<file path="config.mk">
export PLATFORM = sky130hd
export DESIGN_NAME = fifo_wr_arb_ctrl_flat
export DESIGN_NICKNAME = d
export VERILOG_FILES = /design/src/rtl/fifo_wr_arb_ctrl_if.sv /design/src/rtl/fifo_wr_arb_ctrl.sv /design/src/flat_wrapper.sv
export SDC_FILE = /design/constraint.sdc
export NUM_CORES = 1
export LEC_CHECK = 0
export CAP_MARGIN = 20
export CORE_MARGIN = 2
export CORE_UTILIZATION = 30
export DETAILED_ROUTE_END_ITERATION = 8
export GPL_TIMING_DRIVEN = 0
export PLACE_DENSITY = 0.67
export SLEW_MARGIN = 20
export SYNTH_ARGS = -nofsm -noshare
export SYNTH_HDL_FRONTEND = slang
export SYNTH_SLANG_ARGS = --single-unit
</file>
<file path="constraint.sdc">
create_clock -name clk -period 5.2 [get_ports clk]
set_clock_uncertainty 0.15 [all_clocks]
set_input_delay 0.52 -clock clk [delete_from_list [all_inputs] [get_ports clk]]
set_output_delay 0.52 -clock clk [all_outputs]
set_load 0.03 [all_outputs]
</file>
<file path="src/rtl/fifo_wr_arb_ctrl_if.sv">
// Handshake and memory-control bundle between two producers, one consumer,
// the FIFO controller and the fifo_mem storage array.
interface fifo_wr_arb_ctrl_if #(
    parameter int DATA_WIDTH = 8,
    parameter int ADDR_SIZE  = 3
);
    logic                  wr0_valid;
    logic [DATA_WIDTH-1:0] wr0_data;
    logic                  wr0_ready;
    logic                  wr1_valid;
    logic [DATA_WIDTH-1:0] wr1_data;
    logic                  wr1_ready;
    logic                  rd_valid;
    logic                  rd_ready;
    logic [DATA_WIDTH-1:0] mem_data;
    logic [ADDR_SIZE-1:0]  mem_w_addr;
    logic [ADDR_SIZE-1:0]  mem_r_addr;
    logic                  mem_w_en;
    logic                  full;
    logic                  empty;
    logic                  almost_full;
    logic [ADDR_SIZE:0]    count;

    modport master (
        output wr0_valid, wr0_data, wr1_valid, wr1_data, rd_ready,
        input  wr0_ready, wr1_ready, rd_valid, mem_data, mem_w_addr,
               mem_r_addr, mem_w_en, full, empty, almost_full, count
    );

    modport slave (
        input  wr0_valid, wr0_data, wr1_valid, wr1_data, rd_ready,
        output wr0_ready, wr1_ready, rd_valid, mem_data, mem_w_addr,
               mem_r_addr, mem_w_en, full, empty, almost_full, count
    );
endinterface

</file>
<file path="src/rtl/fifo_wr_arb_ctrl.sv">
// FIFO controller: round-robin arbitration of two producers onto the single
// memory write port, read/write pointer ownership and occupancy status.
module fifo_wr_arb_ctrl #(
    parameter int DATA_WIDTH = 8,
    parameter int ADDR_SIZE  = 3,
    parameter int AF_LEVEL   = 6
) (
    input logic              clk,
    input logic              rst,
    fifo_wr_arb_ctrl_if.slave bus
);
    typedef logic [ADDR_SIZE:0] ptr_t;

    localparam ptr_t AF_THR = ptr_t'(AF_LEVEL);
    localparam ptr_t PTR_ONE = ptr_t'(1);

    ptr_t                  wptr;
    ptr_t                  rptr;
    ptr_t                  occupancy;
    logic                  prio;
    logic                  full_i;
    logic                  empty_i;
    logic                  gnt0;
    logic                  gnt1;
    logic                  push;
    logic                  pop;
    logic [DATA_WIDTH-1:0] wr_data_sel;

    always_comb begin
        occupancy = wptr - rptr;
        empty_i   = (wptr == rptr);
        full_i    = (wptr[ADDR_SIZE] != rptr[ADDR_SIZE]) &&
                    (wptr[ADDR_SIZE-1:0] == rptr[ADDR_SIZE-1:0]);
        gnt0      = !full_i && bus.wr0_valid && (!bus.wr1_valid || !prio);
        gnt1      = !full_i && bus.wr1_valid && (!bus.wr0_valid || prio);
        // Grants stay visible during reset, but nothing is committed.
        push      = !rst && (gnt0 || gnt1);
        pop       = !empty_i && bus.rd_ready;
        wr_data_sel = gnt1 ? bus.wr1_data : bus.wr0_data;
    end

    always_ff @(posedge clk or posedge rst) begin
        if (rst) begin
            wptr <= '0;
            rptr <= '0;
            prio <= 1'b0;
        end else begin
            if (push) begin
                wptr <= wptr + PTR_ONE;
                // Next priority goes to whichever producer was not granted.
                prio <= gnt0;
            end
            if (pop) begin
                rptr <= rptr + PTR_ONE;
            end
        end
    end

    assign bus.wr0_ready   = gnt0;
    assign bus.wr1_ready   = gnt1;
    assign bus.mem_w_en    = push;
    assign bus.mem_data    = wr_data_sel;
    assign bus.mem_w_addr  = wptr[ADDR_SIZE-1:0];
    assign bus.mem_r_addr  = rptr[ADDR_SIZE-1:0];
    assign bus.rd_valid    = !empty_i;
    assign bus.full        = full_i;
    assign bus.empty       = empty_i;
    assign bus.count       = occupancy;
    assign bus.almost_full = (occupancy >= AF_THR);
endmodule

</file>
<file path="src/flat_wrapper.sv">
// flat-port wrapper written by rule: the top's interface ports become plain ports
module fifo_wr_arb_ctrl_flat 
#(
    parameter int DATA_WIDTH = 8,
    parameter int ADDR_SIZE  = 3,
    parameter int AF_LEVEL   = 6
)
  (clk, rst, bus_wr0_valid, bus_wr0_data, bus_wr1_valid, bus_wr1_data, bus_rd_ready, bus_wr0_ready, bus_wr1_ready, bus_rd_valid, bus_mem_data, bus_mem_w_addr, bus_mem_r_addr, bus_mem_w_en, bus_full, bus_empty, bus_almost_full, bus_count);
  fifo_wr_arb_ctrl_if #(.DATA_WIDTH(DATA_WIDTH), .ADDR_SIZE(ADDR_SIZE)) bus_i ();
  input logic clk;
  input logic rst;
  input wire logic [$bits(bus_i.wr0_valid)-1:0] bus_wr0_valid;
  input wire logic [$bits(bus_i.wr0_data)-1:0] bus_wr0_data;
  input wire logic [$bits(bus_i.wr1_valid)-1:0] bus_wr1_valid;
  input wire logic [$bits(bus_i.wr1_data)-1:0] bus_wr1_data;
  input wire logic [$bits(bus_i.rd_ready)-1:0] bus_rd_ready;
  output wire logic [$bits(bus_i.wr0_ready)-1:0] bus_wr0_ready;
  output wire logic [$bits(bus_i.wr1_ready)-1:0] bus_wr1_ready;
  output wire logic [$bits(bus_i.rd_valid)-1:0] bus_rd_valid;
  output wire logic [$bits(bus_i.mem_data)-1:0] bus_mem_data;
  output wire logic [$bits(bus_i.mem_w_addr)-1:0] bus_mem_w_addr;
  output wire logic [$bits(bus_i.mem_r_addr)-1:0] bus_mem_r_addr;
  output wire logic [$bits(bus_i.mem_w_en)-1:0] bus_mem_w_en;
  output wire logic [$bits(bus_i.full)-1:0] bus_full;
  output wire logic [$bits(bus_i.empty)-1:0] bus_empty;
  output wire logic [$bits(bus_i.almost_full)-1:0] bus_almost_full;
  output wire logic [$bits(bus_i.count)-1:0] bus_count;
  assign bus_i.wr0_valid = bus_wr0_valid;
  assign bus_i.wr0_data = bus_wr0_data;
  assign bus_i.wr1_valid = bus_wr1_valid;
  assign bus_i.wr1_data = bus_wr1_data;
  assign bus_i.rd_ready = bus_rd_ready;
  assign bus_wr0_ready = bus_i.wr0_ready;
  assign bus_wr1_ready = bus_i.wr1_ready;
  assign bus_rd_valid = bus_i.rd_valid;
  assign bus_mem_data = bus_i.mem_data;
  assign bus_mem_w_addr = bus_i.mem_w_addr;
  assign bus_mem_r_addr = bus_i.mem_r_addr;
  assign bus_mem_w_en = bus_i.mem_w_en;
  assign bus_full = bus_i.full;
  assign bus_empty = bus_i.empty;
  assign bus_almost_full = bus_i.almost_full;
  assign bus_count = bus_i.count;
  fifo_wr_arb_ctrl #(.DATA_WIDTH(DATA_WIDTH), .ADDR_SIZE(ADDR_SIZE), .AF_LEVEL(AF_LEVEL)) u_core (.clk(clk), .rst(rst), .bus(bus_i));
endmodule
</file>
==> key figures <==
Timing
  • Final hold vios: 0
  • Fin crit period: 3270 ps
  • Period utilization: 62.8%
  • Setup violators final: 0
  • Worst slew pin tran: 424 ps
  • Final Max Tran Viols: 0
  • Setup tns final: 0 ps
  • Fin worst setup slack: 1930 ps
  • Slew headroom: a little under three quarters
  • RSZ-0062 raised after global routing: no
  • Max Fclk: 0.306 GHz

Worst setup path
  • Crit path max fanout: 9
  • Reg2Reg Setup Slack: about 3300 ps
  • Critical Path AT: 2600 ps
  • CP endpoint kind: output port
  • Crit Path Class: flop to output port
  • WP data required: 4530 ps
  • Crit path launch type: flop

Floorplan
  • Die Ht: 54.1 um
  • Core Box Area: 2430 um2
  • Width of the die: roughly 54 um
  • Starting density of the core: 31.0%
  • Row cnt: 18
  • Die area: 2930 um2
  • IO Count: 46

Placed design
  • Inst Count DP: approximately 150
  • Count of input and output buffers: 45
  • DP HPWL: 1530 um
  • RD Place Congestion: 0.706
  • Dpl ws: 2070 ps

Flow run
  • MaxCap Viol Count: 0

Min path
  • HP Class: flop to flop

Yosys
  • Mapped Nets: 100
  • Synth warn: 0
  • Seq/Total Area, Yosys: roughly 30%
  • Mapped Area: 753 um2
  • Syn Area/Cell: 10.3 um2
  • Synth cell types: 25
  • Synth Instances: 73
  • Synthesized flop and latch total: 9

Routing
  • DR DRC count: 0
  • Vias per inst: 4.41
  • Vias: 670
  • DRT iter0 DRCs: 5
  • Drt pass-1 iters: 4
  • DR WL/cell: around 12 um
  • Antenna-violating nets left: 0
  • Final wirelength: 1780 um

Cells and area
  • Area Overhead vs Synth: 68.3%
  • Layout cells sized above 1: about a fifth
  • Commonest non-fill, non-tap cell in the layout: clkdlybuf4s50_1
  • Antenna Diode Count: 0
  • Cell Count, Final, Fillers Out: 152
  • Most frequent cells in the layout: clkdlybuf4s50_1 (45), inv_1 (10), mux2_2 (9), dfrtp_1 (9), xnor2_1 (7)
  • Post-Route Utilization: a little over half
  • Fin nets: 150

CTS
  • CTS root buf: clkbuf_4
  • Num Clock Sinks: 9
  • CTS clk-pin slew, worst paths: 60 ps
  • CTS Hold Buffers Added: 0
  • CTS buffer count: 3
  • CTS tree: yes
  • Post-CTS sizing: 0
  • Worst-case clock buffer depth: 2
  • Worst-Skew Late Latency: 260 ps
  • H-tree depth: 1
  • Setup Buffers After CTS: 0

Global routing
  • Initial antenna violation count: 0
  • GRT Total Usage: between 10% and 20%
  • Number of global-route vias before repair: 675
  • First-pass GRT wire length: 2870 um
  • Largest net degree at the start of global routing: 11
  • Gr ovfl total: 0

Status
  • Status: finished, final reports clean
cells in the mapped netlist, drive strengths merged:
master,number,share of area [%]
xnor2,7,8.1
nor2,2,1.0
xor2,2,3.3
ha,5,8.3
and3,1,1.0
fa,1,2.7
nand2b,1,1.8
inv,10,5.0
nand3,4,4.3
a31oi,1,0.83
buf,6,6.0
a21o,1,1.0
or2b,1,1.2
nand2,4,2.0
mux2,9,13
nand4,1,0.83
o21ai,3,2.5
a21oi,2,1.3
o21bai,1,1.0
dfrtp,9,30
or2,1,0.83
a41oi,1,3.7
sequential cells by signal, indices dropped and copies added, names as in the netlist:
register     flops
u_core.rptr      4
u_core.wptr      4
u_core.prio      1
cell families after synthesis:
kind of cell	count (synthesis)	synth area share, %
muxes	9	13.5
buffers and inverters	16	11.0
xor gates and xnor gates	9	11.5
AOI/OAI and AO/OA	9	10.3
adders and majority gates	6	11.0
and+or+nand+nor	15	13.0
DFF	9	29.9
worst max-delay path, cell delays in order (launching register included):
cell and delay, ps:
dfrtp_1 460, inv_1 70, ha_1 350, nand3_1 150, nand2b_4 200, nand3_4 160, mux2_2 350, clkdlybuf4s50_1 600
layer usage:
| metal | global-route usage (%) | up-vias | share of wire, % |
|---|---|---|---|
| met4 | 7.50 | 0 | 0.56 |
| met1 | 15.2 | 288 | 38 |
| met2 | 25.0 | 41 | 50 |
| li1 | - | 339 | - |
| met3 | 4.44 | 2 | 11 |
| met5 | 0 | - | 0 |
worst paths after layout:
path	endpoint	startpoint	cells past startpoint
setup / recovery	bus_mem_data[1]	u_core.rptr[1]$_DFFE_PP0P_	7
hold reg to reg	u_core.rptr[3]$_DFFE_PP0P_	u_core.rptr[3]$_DFFE_PP0P_	1
max in group asynchronous	u_core.rptr[2]$_DFFE_PP0P_	rst	2
setup reg to reg	u_core.rptr[1]$_DFFE_PP0P_	u_core.rptr[1]$_DFFE_PP0P_	5
min in group asynchronous	u_core.prio$_DFFE_PP0P_	rst	2
hold / removal	u_core.rptr[3]$_DFFE_PP0P_	u_core.rptr[3]$_DFFE_PP0P_	1
stage by stage:
step	area, um2	hold WS [ps]
final	1270	367
after CTS	1270	373
after floorplan	753	206
after global placement	1240	360
after detailed placement	1240	361
after global routing	1270	382
area by class of cell:
class                      instances  area, um2
fill                             236       1160
timing repair buffer              45        450
multi-input combinational         48        445
sequential                         9        225
buffer                             6       45.0
inverter                          10       37.5
tap                               30       37.5
clock buffer                       4       26.3
Power is not shown: default switching activity piles up to over one toggle a cycle in this logic, so the estimate is an artifact.
